--- src/rtl/eth_pkg.sv ---
// ============================================================================
// eth_pkg
// Ethernet/IPv4/UDP header layouts, protocol constants and byte offsets
// shared by the RX header parser and the TX header generator.
// Revision: 1.0
// ============================================================================
`default_nettype none

package eth_pkg;

  typedef struct packed {
    logic [47:0] dst_mac;
    logic [47:0] src_mac;
    logic [15:0] ethertype;
  } ethernet_header;

  typedef struct packed {
    logic [7:0]  version_ihl;
    logic [7:0]  tos;
    logic [15:0] total_length;
    logic [15:0] identification;
    logic [15:0] flags_fragment;
    logic [7:0]  ttl;
    logic [7:0]  protocol;
    logic [15:0] checksum;
    logic [31:0] src_ip;
    logic [31:0] dst_ip;
  } ipv4_header;

  typedef struct packed {
    logic [15:0] src_port;
    logic [15:0] dst_port;
    logic [15:0] length;
    logic [15:0] checksum;
  } udp_header;

  typedef enum logic [1:0] {
    S_IDLE    = 2'd0,
    S_HEADER  = 2'd1,
    S_PAYLOAD = 2'd2,
    S_DROP    = 2'd3
  } parse_state_t;

  localparam logic [15:0] ETHERTYPE_IPV4   = 16'h0800;
  localparam logic [7:0]  VERSION_IHL_IPV4 = 8'h45;
  localparam logic [7:0]  PROTO_UDP        = 8'h11;
  localparam logic [15:0] UDP_HEADER_BYTES = 16'd8;
  localparam logic [15:0] UDP_MAX_LENGTH   = 16'd4103;
  localparam int          ETH_HEADER_BYTES = 42;

  localparam logic [5:0] OFF_DST_MAC   = 6'd0;
  localparam logic [5:0] OFF_SRC_MAC   = 6'd6;
  localparam logic [5:0] OFF_ETHERTYPE = 6'd12;
  localparam logic [5:0] OFF_VER_IHL   = 6'd14;
  localparam logic [5:0] OFF_PROTO     = 6'd23;
  localparam logic [5:0] OFF_SRC_IP    = 6'd26;
  localparam logic [5:0] OFF_DST_IP    = 6'd30;
  localparam logic [5:0] OFF_SRC_PORT  = 6'd34;
  localparam logic [5:0] OFF_DST_PORT  = 6'd36;
  localparam logic [5:0] OFF_UDP_LEN   = 6'd38;
  localparam logic [5:0] OFF_LAST      = 6'(ETH_HEADER_BYTES - 1);

endpackage

`default_nettype wire

--- src/rtl/eth_header_parse.sv ---
// ============================================================================
// eth_header_parse
// Parses Ethernet/IPv4/UDP headers from an RX byte stream, filters on the
// local MAC/IP/port and forwards the UDP payload trimmed to the UDP length.
// Revision: 1.0
// ============================================================================
`default_nettype none

module eth_header_parse
  import eth_pkg::*;
#(
  parameter logic [47:0] FPGA_MAC  = 48'he86a64e7e830,
  parameter logic [31:0] FPGA_IP   = 32'hC0A80164,
  parameter logic [15:0] FPGA_PORT = 16'h4567
) (
  input  logic        aclk,
  input  logic        aresetn,
  input  logic [7:0]  s_axis_tdata,
  input  logic        s_axis_tvalid,
  output logic        s_axis_tready,
  input  logic        s_axis_tlast,
  output logic [7:0]  m_axis_tdata,
  output logic        m_axis_tvalid,
  input  logic        m_axis_tready,
  output logic        m_axis_tlast,
  output logic        hdr_valid,
  output logic [47:0] src_mac,
  output logic [31:0] src_ip,
  output logic [15:0] src_port,
  output logic [11:0] payload_bytes,
  output logic [15:0] frames_ok,
  output logic [15:0] frames_dropped
);

  parse_state_t r_state;
  logic [5:0]   r_cnt;
  logic         r_match;
  logic [15:0]  r_len;
  logic [47:0]  r_smac;
  logic [31:0]  r_sip;
  logic [15:0]  r_sport;
  logic [11:0]  r_pcnt;

  logic         w_in_payload;
  logic         w_accept;
  logic [5:0]   w_idx;
  logic [15:0]  w_len;
  logic [11:0]  w_plen;
  logic         w_byte_ok;
  logic         w_match_next;

  assign w_in_payload  = (r_state == S_PAYLOAD);
  assign s_axis_tready = w_in_payload ? m_axis_tready : 1'b1;
  assign w_accept      = s_axis_tvalid & s_axis_tready;
  assign m_axis_tdata  = s_axis_tdata;
  assign m_axis_tvalid = w_in_payload & s_axis_tvalid;
  assign m_axis_tlast  = w_in_payload & ((r_pcnt == 12'd1) | s_axis_tlast);

  // The byte taken in IDLE is header byte 0.
  assign w_idx        = (r_state == S_IDLE) ? 6'd0 : r_cnt;
  assign w_len        = {r_len[7:0], s_axis_tdata};
  assign w_plen       = 12'(r_len - UDP_HEADER_BYTES);
  assign w_match_next = ((r_state == S_IDLE) | r_match) & w_byte_ok;

  always_comb begin
    w_byte_ok = 1'b1;
    case (w_idx)
      OFF_DST_MAC:             w_byte_ok = (s_axis_tdata == FPGA_MAC[47:40]);
      6'(OFF_DST_MAC + 1):     w_byte_ok = (s_axis_tdata == FPGA_MAC[39:32]);
      6'(OFF_DST_MAC + 2):     w_byte_ok = (s_axis_tdata == FPGA_MAC[31:24]);
      6'(OFF_DST_MAC + 3):     w_byte_ok = (s_axis_tdata == FPGA_MAC[23:16]);
      6'(OFF_DST_MAC + 4):     w_byte_ok = (s_axis_tdata == FPGA_MAC[15:8]);
      6'(OFF_DST_MAC + 5):     w_byte_ok = (s_axis_tdata == FPGA_MAC[7:0]);
      OFF_ETHERTYPE:           w_byte_ok = (s_axis_tdata == ETHERTYPE_IPV4[15:8]);
      6'(OFF_ETHERTYPE + 1):   w_byte_ok = (s_axis_tdata == ETHERTYPE_IPV4[7:0]);
      OFF_VER_IHL:             w_byte_ok = (s_axis_tdata == VERSION_IHL_IPV4);
      OFF_PROTO:               w_byte_ok = (s_axis_tdata == PROTO_UDP);
      OFF_DST_IP:              w_byte_ok = (s_axis_tdata == FPGA_IP[31:24]);
      6'(OFF_DST_IP + 1):      w_byte_ok = (s_axis_tdata == FPGA_IP[23:16]);
      6'(OFF_DST_IP + 2):      w_byte_ok = (s_axis_tdata == FPGA_IP[15:8]);
      6'(OFF_DST_IP + 3):      w_byte_ok = (s_axis_tdata == FPGA_IP[7:0]);
      OFF_DST_PORT:            w_byte_ok = (s_axis_tdata == FPGA_PORT[15:8]);
      6'(OFF_DST_PORT + 1):    w_byte_ok = (s_axis_tdata == FPGA_PORT[7:0]);
      6'(OFF_UDP_LEN + 1):     w_byte_ok = (w_len >= UDP_HEADER_BYTES) &&
                                           (w_len <= UDP_MAX_LENGTH);
      default:                 w_byte_ok = 1'b1;
    endcase
  end

  always_ff @(posedge aclk or negedge aresetn) begin
    if (!aresetn) begin
      r_state        <= S_IDLE;
      r_cnt          <= 6'd0;
      r_match        <= 1'b1;
      r_len          <= 16'd0;
      r_smac         <= 48'd0;
      r_sip          <= 32'd0;
      r_sport        <= 16'd0;
      r_pcnt         <= 12'd0;
      hdr_valid      <= 1'b0;
      src_mac        <= 48'd0;
      src_ip         <= 32'd0;
      src_port       <= 16'd0;
      payload_bytes  <= 12'd0;
      frames_ok      <= 16'd0;
      frames_dropped <= 16'd0;
    end else begin
      hdr_valid <= 1'b0;
      case (r_state)
        S_IDLE, S_HEADER: begin
          if (w_accept) begin
            r_match <= w_match_next;
            r_cnt   <= w_idx + 6'd1;
            if (w_idx >= OFF_SRC_MAC && w_idx < OFF_ETHERTYPE)
              r_smac <= {r_smac[39:0], s_axis_tdata};
            if (w_idx >= OFF_SRC_IP && w_idx < OFF_DST_IP)
              r_sip <= {r_sip[23:0], s_axis_tdata};
            if (w_idx >= OFF_SRC_PORT && w_idx < OFF_DST_PORT)
              r_sport <= {r_sport[7:0], s_axis_tdata};
            if (w_idx >= OFF_UDP_LEN && w_idx < 6'(OFF_UDP_LEN + 2))
              r_len <= w_len;

            if (w_idx == OFF_LAST) begin
              r_cnt <= 6'd0;
              if (w_match_next) begin
                hdr_valid     <= 1'b1;
                frames_ok     <= frames_ok + 16'd1;
                src_mac       <= r_smac;
                src_ip        <= r_sip;
                src_port      <= r_sport;
                payload_bytes <= w_plen;
                r_pcnt        <= w_plen;
                if (s_axis_tlast)
                  r_state <= S_IDLE;
                else if (w_plen == 12'd0)
                  r_state <= S_DROP;
                else
                  r_state <= S_PAYLOAD;
              end else begin
                frames_dropped <= frames_dropped + 16'd1;
                r_state        <= s_axis_tlast ? S_IDLE : S_DROP;
              end
            end else if (s_axis_tlast) begin
              // Runt: frame ended inside the header.
              frames_dropped <= frames_dropped + 16'd1;
              r_cnt          <= 6'd0;
              r_state        <= S_IDLE;
            end else begin
              r_state <= S_HEADER;
            end
          end
        end

        S_PAYLOAD: begin
          if (w_accept) begin
            r_pcnt <= r_pcnt - 12'd1;
            if (r_pcnt == 12'd1) begin
              r_state <= s_axis_tlast ? S_IDLE : S_DROP;
            end else if (s_axis_tlast) begin
              frames_dropped <= frames_dropped + 16'd1;
              r_state        <= S_IDLE;
            end
          end
        end

        default: begin
          if (w_accept && s_axis_tlast)
            r_state <= S_IDLE;
        end
      endcase
    end
  end

endmodule

`default_nettype wire

--- config.mk ---
export PLATFORM = sky130hd
export DESIGN_NAME = eth_header_parse
export DESIGN_NICKNAME = d
export VERILOG_FILES = /design/src/rtl/eth_pkg.sv /design/src/rtl/eth_header_parse.sv
export SDC_FILE = /design/constraint.sdc
export NUM_CORES = 1
export LEC_CHECK = 0
export CORE_UTILIZATION = 40
export DETAILED_ROUTE_END_ITERATION = 6
export HOLD_SLACK_MARGIN = 0.12
export PLACE_DENSITY_LB_ADDON = 0.2
export SLEW_MARGIN = 10
export SYNTH_ARGS = -nofsm -noshare
export SYNTH_HDL_FRONTEND = slang
export SYNTH_SLANG_ARGS = --single-unit
--- constraint.sdc ---
create_clock -name aclk -period 3.2 [get_ports aclk]
set_clock_uncertainty 0.15 [all_clocks]
set_input_delay 0.8 -clock aclk [delete_from_list [all_inputs] [get_ports aclk]]
set_output_delay 0.8 -clock aclk [all_outputs]
set_load 0.02 [all_outputs]
Word-level counts from Yosys, hierarchy flattened
Cells that the tools add are included.
{"block": "totals", "reg_bits": 270, "inputBits": 13, "out_inout_bits": 152, "word_cells": 133}
{"block": "classes", "add_sub_neg": 5, "magnitude_cmp": 10, "eq_ne": 39, "muxes": 33, "bitwise": 6, "n_reduce_logical": 25}
{"cell": "16-bit two-way mux", "count": 6}
{"cell": "12-bit two-way mux", "count": 4}
{"cell": "6-bit equality test (second input constant)", "count": 6}
{"cell": "16-bit by 1-bit adder with 16-bit output (second input constant)", "count": 2}
{"cell": "8-bit by 7-bit equality test with 1-bit output (second input constant)", "count": 4}
{"cell": "8-bit equality test (second input constant)", "count": 4}
{"cell": "16-bit one-hot mux with 2 select lines", "count": 1}
{"cell": "12-bit one-hot mux with 2 select lines", "count": 1}
{"cell": "6-bit by 4-bit equality test with 1-bit output (second input constant)", "count": 3}
{"cell": "6-bit by 5-bit equality test with 1-bit output (second input constant)", "count": 3}
{"cell": "2-bit two-way mux", "count": 9}
{"cell": "6-bit two-way mux", "count": 3}
{"cell": "16-bit by 4-bit >= comparator with 1-bit output (second input constant)", "count": 1}
{"cell": "16-bit by 13-bit less-or-equal comparator with 1-bit output (second input constant)", "count": 1}
{"cell": "1-bit one-hot mux with 14 select lines", "count": 1}
{"cell": "12-bit by 1-bit equality test with 1-bit output (second input constant)", "count": 1}
{"cell": "6-bit by 2-bit equality test with 1-bit output (second input constant)", "count": 2}
{"cell": "6-bit by 3-bit equality test with 1-bit output (second input constant)", "count": 2}
{"cell": "6-bit >= comparator (second input constant)", "count": 2}
{"cell": "12-bit logical NOT", "count": 1}
{"cell": "6-bit less-than comparator (second input constant)", "count": 2}
{"cell": "3-bit AND reduction", "count": 4}
{"cell": "12-bit by 1-bit subtractor with 12-bit output (second input constant)", "count": 1}
{"cell": "12-bit by 4-bit subtractor with 12-bit output (second input constant)", "count": 1}
{"cell": "30 further kinds", "count": 53}

Depth between registers and ports, before layout
Gate-level depths: netlist of run 1.
{"block": "depth", "word_depth": 10, "ltp_mapped": 14, "depth_no_buf": 11}

Least setup slack after synthesis of run 1
Ideal clock, no wire load.
{"block": "synth_timing", "path_type": "reg2reg", "from": "register r_state[1]", "to": "register frames_dropped[14]", "setup_time_ns": 0.129, "arrival_time_ns": 2.503, "t_required_ns": 2.921, "slack_ns": 0.418, "path_stages_with_launch": 15, "n_path_buf": 3, "synth_period_minus_slack_ns": 2.782, "cell_sequence": "dfrtp_1 > or2_1 > buf_6 > nand2_1 > inv_1 > ha_1 > buf_2 > nand3b_1 > nor3_2 > a21oi_1 > o221a_2 > and3_1 > clkbuf_1 > nand4_1 > xnor2_1"}
{"block": "synth_between", "elab_chain_len": 8, "elab_cells_between_ends": 40, "classes_between": "eq/ne (23); mux (6); bitwise (3); reduce/logical (8)"}
{"item": "start, declared", "line_no": "eth_header_parse.sv:35", "source": "parse_state_t r_state;"}
{"item": "start signal, assigned", "line_no": "eth_header_parse.sv:141", "source": "r_state <= s_axis_tlast ? S_IDLE : S_DROP;"}
{"item": "start signal, assigned", "line_no": "eth_header_parse.sv:158", "source": "r_state <= s_axis_tlast ? S_IDLE : S_DROP;"}
{"item": "2-bit logical NOT", "line_no": "eth_header_parse.sv:60, eth_header_parse.sv:63, eth_header_parse.sv:109"}
{"item": "6-bit two-way mux", "line_no": "eth_header_parse.sv:60", "source": "assign w_idx = (r_state == S_IDLE) ? 6'd0 : r_cnt;"}
{"item": "6-bit equality test, or another cell as far along", "line_no": "eth_header_parse.sv:67", "source": "case (w_idx)"}
{"item": "2-bit OR reduction (no source line)"}
{"item": "1-bit one-hot mux with 14 select lines", "line_no": "eth_header_parse.sv:67"}
{"item": "1-bit bitwise AND", "line_no": "eth_header_parse.sv:63", "source": "assign w_match_next = ((r_state == S_IDLE) | r_match) & w_byte_ok;"}
{"item": "3-bit != test (no source line)"}
{"item": "5-bit AND reduction (no source line)"}
{"item": "end signal, assigned", "line_no": "eth_header_parse.sv:140", "source": "frames_dropped <= frames_dropped + 16'd1;"}
{"item": "end signal, assigned", "line_no": "eth_header_parse.sv:145", "source": "frames_dropped <= frames_dropped + 16'd1;"}
{"item": "end signal, assigned", "line_no": "eth_header_parse.sv:160", "source": "frames_dropped <= frames_dropped + 16'd1;"}
{"item": "end, declared", "line_no": "eth_header_parse.sv:32", "source": "output logic [15:0] frames_dropped"}
Parallel ways exist; a longest one is shown, timed or not. The select of a mux whose other input is x is not followed.
A chain may end at the register's enable or synchronous reset.

Worst setup path in the final report of run 1
{"block": "layout_timing", "from": "input s_axis_tvalid", "to": "output m_axis_tvalid"}
{"block": "layout_between", "elab_chain_len": 1}
{"item": "start, declared", "line_no": "eth_header_parse.sv:19", "source": "input logic s_axis_tvalid,"}
{"item": "1-bit bitwise AND", "line_no": "eth_header_parse.sv:56", "source": "assign m_axis_tvalid = w_in_payload & s_axis_tvalid;"}
{"item": "end, declared", "line_no": "eth_header_parse.sv:23", "source": "output logic m_axis_tvalid,"}
No other way between the ends.

==> impl_results.md, run 1 <==
* Post-synth top flop: dfrtp_1
* # port buffers at 164
* Final hold violations at 0
* Mapped Cells at 1086
* Initial DRT Pass Iterations at 4
* Share of cells above drive strength 1 at 0.164
* Ports at 165
* RePlAce Congestion at 0.896
* Outcome: finished, final reports clean
* Syn-to-layout area delta at 28.2%
* Power Density at 500 mW/mm2
* Seq. cell area at 0.00676 mm2
* Max clock buf depth at 3
* Die Ht at 172 um
* Drt drc at 0
* Total grt overflow at 0
* Clk Latency, worst-skew pair at 0.53 ns
* Number of buffers inserted during clock tree synthesis at 28
* RSZ-0062 raised after global routing: no
* Fin crit share at 0.963
* First-pass GRT wire length at 44000 um
* Top cell by count, worst path: clkdlybuf4s50_1
* Finish-stage setup viols at 0
* CP required at 2.25 ns
* Via density at 4.98
* Final TNS setup at 0 ns
* Critical Setup Path Class: in2out
* Syn. warnings at 0
* Initial antenna violation count at 0
* Iter 0 DRT Violations at 514
* Post-route ant nets at 0
* Die W at 172 um
* Hold Slack at 0.311 ns
* Setup crit end kind: primary output
* Critical path, cell by cell: clkdlybuf4s50_1, and2_1, clkdlybuf4s50_1
* MaxCap Viol Count at 0
* Post-synth EDFFs at 0
* Post-Syn Area at 0.0116 mm2
* Routed wire per std cell at 16.2 um
* Leak at 0.00725 uW
* Vias in the first global route at 8147
* Max stage delay cell, worst path: clkdlybuf4s50_1
* TritonCTS Sinks at 270
* Worst EP arrival at 2.13 ns
* Worst Setup Start Kind: primary input
* Syn Nets at 1109
* Syn_area_per_cell at 10.7 um2
* Synth cell count leaders: nand2_1, dfrtp_1, mux2_2
* Number of fill cells in the layout at 2536
* Max-slew headroom at 0.529
* CTS tree: built
* Cell taking the most area after synthesis: dfrtp_1
* CTS H-tree lvls at 1
* Cell with the most instances after synthesis: nand2_1
* Synth top area cells: dfrtp_1, nand2_1, mux2_2
* Final #Nets at 1285
* Pins Over Slew Limit at 0
* CP bufs+invs at 2
* CTS root buf: clkbuf_16
* Initial Utilization at 0.411
* Cell variety after synth at 62
* CP Max Fanout at 7
* # rows at 61
* DR vias at 8278
* Yosys reg bits at 270
* Total global-route track usage at 0.187
* Area of the die at 0.0296 mm2
* CP peak stage delay at 0.60 ns
* Max frequency at 325 MHz
* Synth async-reset ratio at 1.00
* Post-DP HPWL at 18100 um
* Clk pin slew, worst setup/hold paths at 0.06 ns
* Tmin final at 3.08 ns
* Largest net degree at the start of global routing at 97
* Core Footprint at 0.0282 mm2
* Hold/Removal Path Class: reg2reg
* Sequential fraction of the synthesis area at 0.584
* Multi-input gate area at 0.00452 mm2
* IR drop worst, VDD at 0.000363 V
* Top Family by Delay on Critical Path: buffers and inverters
* Share of the synthesized area in the top cell type at 0.581
* Wirelength, routed at 26900 um
* Diodes inserted at 0
* Worst-margin pin slew at 0.706 ns
* Total power draw at 7420 uW
## layout make-up
type	count	share of cell area
tap	378	0.0319
sequential	270	0.455
timing repair buffer	207	0.140
clock inverter	10	0.0105
multi-input combinational	748	0.304
inverter	7	0.00177
clock buffer	42	0.0562
## timing repair
action / in CTS / in global routing
pin swaps: 0 / 1
setup endpoints to repair: 1 / 1
gates resized for setup: 1 / 2
buffers inserted: 0 / 2
hold buffers: 1 / 0
hold endpoints to repair: 49 / 0
## registers in the layout, summed over array words and instances (netlist names)
| signal | flops |
|---|---|
| r_cnt | 6 |
| src_ip | 32 |
| r_len | 12 |
| frames_ok | 16 |
| src_mac | 48 |
| r_smac | 48 |
| r_pcnt | 12 |
| frames_dropped | 16 |
| r_sip | 32 |
| src_port | 16 |
| payload_bytes | 12 |
| r_state | 2 |
| r_sport | 16 |
| hdr_valid | 1 |
| r_match | 1 |
## cell families (layout without fill, tap and decap cells)
group           count (synthesis)  in the layout  share of synthesized area
compound gates                 84             84                     0.0478
xor+xnor                       46             46                     0.0348
fa+ha+maj                      10             10                     0.0108
buf+inv                        68            266                     0.0283
flops                         270            270                      0.584
mux                           109            109                      0.106
simple gates                  499            499                      0.189
## worst paths after layout
path	from	endpoint	slack, ns	cells after the start
setup / recovery	s_axis_tvalid	m_axis_tvalid	0.12	3
hold / removal	src_mac[34]$_DFFE_PN0P_	src_mac[34]$_DFFE_PN0P_	0.31	2
setup reg to reg	r_state[1]$_DFFE_PN0P_	frames_dropped[7]$_DFFE_PN0P_	0.32	12
hold reg to reg	src_mac[34]$_DFFE_PN0P_	src_mac[34]$_DFFE_PN0P_	0.31	2
max in group asynchronous	aresetn	src_ip[31]$_DFFE_PN0P_	1.35	3
min in group asynchronous	aresetn	src_mac[44]$_DFFE_PN0P_	0.69	2
## placed cells by master, fill, tap and decap left out, types with 12 or more instances in the layout
cell             instances
a21oi_1                 20
and3_1                  12
buf_4                   33
clkbuf_16               29
clkdlybuf4s50_1        162
dfrtp_1                269
mux2_2                 105
nand2_1                360
nand3_1                 23
nor2_1                  25
nor3_1                  14
o21ai_0                 32
xnor2_1                 34
xor2_1                  12
## routing by layer
layer,routed length (um),global-route usage
met5,0,0
met4,427,0.0442
met3,1170,0.0272
met2,12600,0.299
met1,12700,0.267
## worst reg2reg max path, cell delays in order (launching register included)
cell      delay [ns]
dfrtp_1         0.37
or2_1           0.31
nand2_1         0.15
inv_1           0.09
ha_1            0.21
nand3b_1        0.14
nor3_2          0.05
buf_4           0.19
a21oi_1         0.15
o221a_2         0.33
and4_1          0.35
nand3_1         0.13
xnor2_1         0.14
## through the flow
stage | instances | cell area (um2) | setup slack [ns] | util
global route | 1662 | 14800 | 0.0759 | 0.527
floorplan | 1086 | 11600 | 0.418 | -
global placement | 1607 | 13800 | 0.118 | 0.491
finish | 1662 | 14800 | 0.119 | 0.527
detailed placement | 1607 | 13800 | 0.105 | 0.491
CTS | 1660 | 14800 | 0.00499 | 0.527
## power breakdown
part | total (uW) | internal (uW) | switching [uW]
combinational | 453 | 195 | 258
clock | 3430 | 2120 | 1310
sequential | 3540 | 3470 | 68.7
total | 7420 | 5780 | 1640
(Power assumes the default switching activity.)
==> run 2: changes to the inputs <==
--- a/config.mk
+++ b/config.mk
@@ -5,10 +5,11 @@
 export SDC_FILE = /design/constraint.sdc
 export NUM_CORES = 1
 export LEC_CHECK = 0
+export ABC_CLOCK_PERIOD_IN_PS = 3200
 export CORE_UTILIZATION = 40
 export DETAILED_ROUTE_END_ITERATION = 6
 export HOLD_SLACK_MARGIN = 0.12
-export PLACE_DENSITY_LB_ADDON = 0.2
+export PLACE_DENSITY = 0.73
 export SLEW_MARGIN = 10
 export SYNTH_ARGS = -nofsm -noshare
 export SYNTH_HDL_FRONTEND = slang
==> impl_results.md, run 2 (synthesized netlist as in run 1, its figures left out) <==
* Outcome: finished, final reports clean
* FF-to-FF Start: r_state[1]$_DFFE_PN0P_
* Commonest non-fill, non-tap cell in the layout: nand2_1
* Clock Power Share at 0.452 (-0.010)
* Number of buffers inserted during clock tree synthesis at 29 (+3.6%)
* Final hold violations at 0 (unchanged)
* Worst Setup Start Kind: primary input
* Power Density at 493 mW/mm2 (-1.5%)
* CTS tree: built
* Biggest regs: r_smac x48, src_mac x48
* TritonCTS Sinks at 270 (unchanged)
* Max-slew headroom at 0.533 (+0.00402)
* Initial DRT Pass Iterations at 4 (unchanged)
* RSZ-0062 raised after global routing: no
* Pins Over Slew Limit at 0 (unchanged)
* Die Ht at 172 um (unchanged)
* Post-Layout Cell Count at 1662 (unchanged)
* Register share of total power at 0.486 (+0.009)
* Tmin final at 3.03 ns (-0.0476 ns)
* Combinational share of power at 0.062 (about the same)
* Most frequent cells in the layout: nand2_1, dfrtp_1, clkdlybuf4s50_1
* Sw Share at 0.226 (+0.00505)
* Via density at 5.01 (+0.65%)
* Iter 0 DRT Violations at 459 (-11%)
* CP peak stage delay at 0.67 ns (+0.07 ns)
* CP bufs+invs at 2 (unchanged)
* Max stage delay cell, worst path: clkdlybuf4s50_1
* DR vias at 8332 (+0.65%)
* Final TNS setup at 0 ns (unchanged)
* Power Internal at 5640 uW (-2.5%)
* CTS root buf: clkbuf_16
* Top Family by Delay on Critical Path: buffers and inverters
* IR drop worst, VDD at 0.000365 V (+0.69%)
* Setup crit end kind: primary output
* Fin crit share at 0.948 (-0.0149)
* Area of the die at 0.0296 mm2 (unchanged)
* Worst setup margin at 0.166 ns (+0.0476 ns)
* Drt drc at 0 (unchanged)
* Post-DP HPWL at 18600 um (+2.8%)
* Worst r2r dst: r_pcnt[2]$_DFFE_PN0P_
* Total power draw at 7280 uW (-1.8%)
* Total grt overflow at 0 (unchanged)
* Critical path, cell by cell: clkdlybuf4s50_1, clkdlybuf4s50_1
* Share of cells above drive strength 1 at 0.164 (unchanged)
* Max frequency at 330 MHz (+1.6%)
* Clk pin slew, worst setup/hold paths at 0.06 ns (about the same)
* Routed wire per std cell at 16.2 um (+0.28%)
* Leak at 0.00723 uW (-0.34%)
* # rows at 61 (unchanged)
* First-pass GRT wire length at 44000 um (-0.22%)
* Ports at 165 (unchanged)
* Largest net degree at the start of global routing at 118 (+22%)
* Worst-margin pin slew at 0.701 ns (-0.00527 ns)
* Top cell by count, worst path: clkdlybuf4s50_1
* Total global-route track usage at 0.187 (about the same)
* Initial antenna violation count at 0 (unchanged)
* Finish-stage setup viols at 0 (unchanged)
* Wirelength, routed at 27000 um (+0.28%)
* Clk Latency, worst-skew pair at 0.54 ns (about the same)
* Post-route ant nets at 0 (unchanged)
* RePlAce Congestion at 0.845 (-5.7%)
* Hold/Removal Path Class: in2async
* Cts hold-fix bufs at 0 (-1)
* CP required at 2.25 ns (about the same)
* Final #Nets at 1287 (+0.16%)
* Syn-to-layout area delta at 27.7%
* Worst EP arrival at 2.08 ns (-0.05 ns)
* MaxCap Viol Count at 0 (unchanged)
* Worst slack, placed at 0.128 ns (+0.0233 ns)
* Vias in the first global route at 8258 (+1.4%)
* # port buffers at 164 (unchanged)
* Max clock buf depth at 3 (unchanged)
* R2R Setup Slk at 0.25 ns (-0.07 ns)
* Sw power at 1640 uW (+0.40%)
* CP Max Fanout at 2 (-5)
* Initial Utilization at 0.411 (unchanged)
* Worst reg-to-reg path cell count at 12 (unchanged)
* Diodes inserted at 0 (unchanged)
* Die W at 172 um (unchanged)
* CTS H-tree lvls at 1 (unchanged)
* Core Footprint at 0.0282 mm2 (unchanged)
* Critical Setup Path Class: in2out
* Placed Cells at 1610 (+0.19%)
* Number of fill cells in the layout at 2428 (-4.3%)
-- run 2: area by class of cell --
cell class                      instances  area (um2)  area share
Multi-Input combinational cell        748        4520       0.305
Tap cell                              378         473      0.0320
Inverter                                7        26.3     0.00178
Sequential cell                       270        6760       0.457
Clock inverter                         11         143     0.00965
Timing Repair Buffer                  208        2070       0.140
Clock buffer                           40         797      0.0539
-- run 2: through the flow --
step / utilization / hold WS (ns) / cell area [um2]
3_5_place_dp: 0.491 / 0.303 / 13800
4_1_cts: 0.525 / 0.152 / 14800
5_1_grt: 0.525 / 0.169 / 14800
2_1_floorplan: - / 0.291 / 11600
6_report: 0.525 / 0.129 / 14800
3_3_place_gp: 0.491 / 0.300 / 13800
-- run 2: power by group through the flow --
stage,Sequential (uW),Combinational [uW],Clock [uW]
after CTS,3540,458,3390
after floorplan,3620,174,0
after global routing,3550,499,3530
after detailed placement,3600,454,0
after global placement,3600,449,0
final,3540,448,3290
-- run 2: metal layers --
metal,track usage,share of wire,vias to the layer above
met5,0,0,-
met4,0.0473,0.020,0
met3,0.0279,0.045,49
met2,0.305,0.47,195
met1,0.260,0.46,4070
li1,-,-,4018
-- run 2: timing repair --
item	CTS	global route
buffers inserted	1	0
pin swaps	1	0
gates resized for setup	1	2
setup endpoints to repair	1	1
-- run 2: worst max-delay path by stage --
| stage | endpoint | depth (start not counted) | startpoint |
|---|---|---|---|
| after global routing | r_pcnt[4]$_DFFE_PN0P_ | 13 | r_state[1]$_DFFE_PN0P_ |
| final | m_axis_tdata[4] | 2 | s_axis_tdata[4] |
| after floorplan | frames_dropped[14]$_DFFE_PN0P_ | 14 | r_state[1]$_DFFE_PN0P_ |
| after CTS | m_axis_tlast | 7 | r_pcnt[1]$_DFFE_PN0P_ |
| after global placement | m_axis_tlast | 4 | s_axis_tlast |
| after detailed placement | m_axis_tlast | 4 | s_axis_tlast |
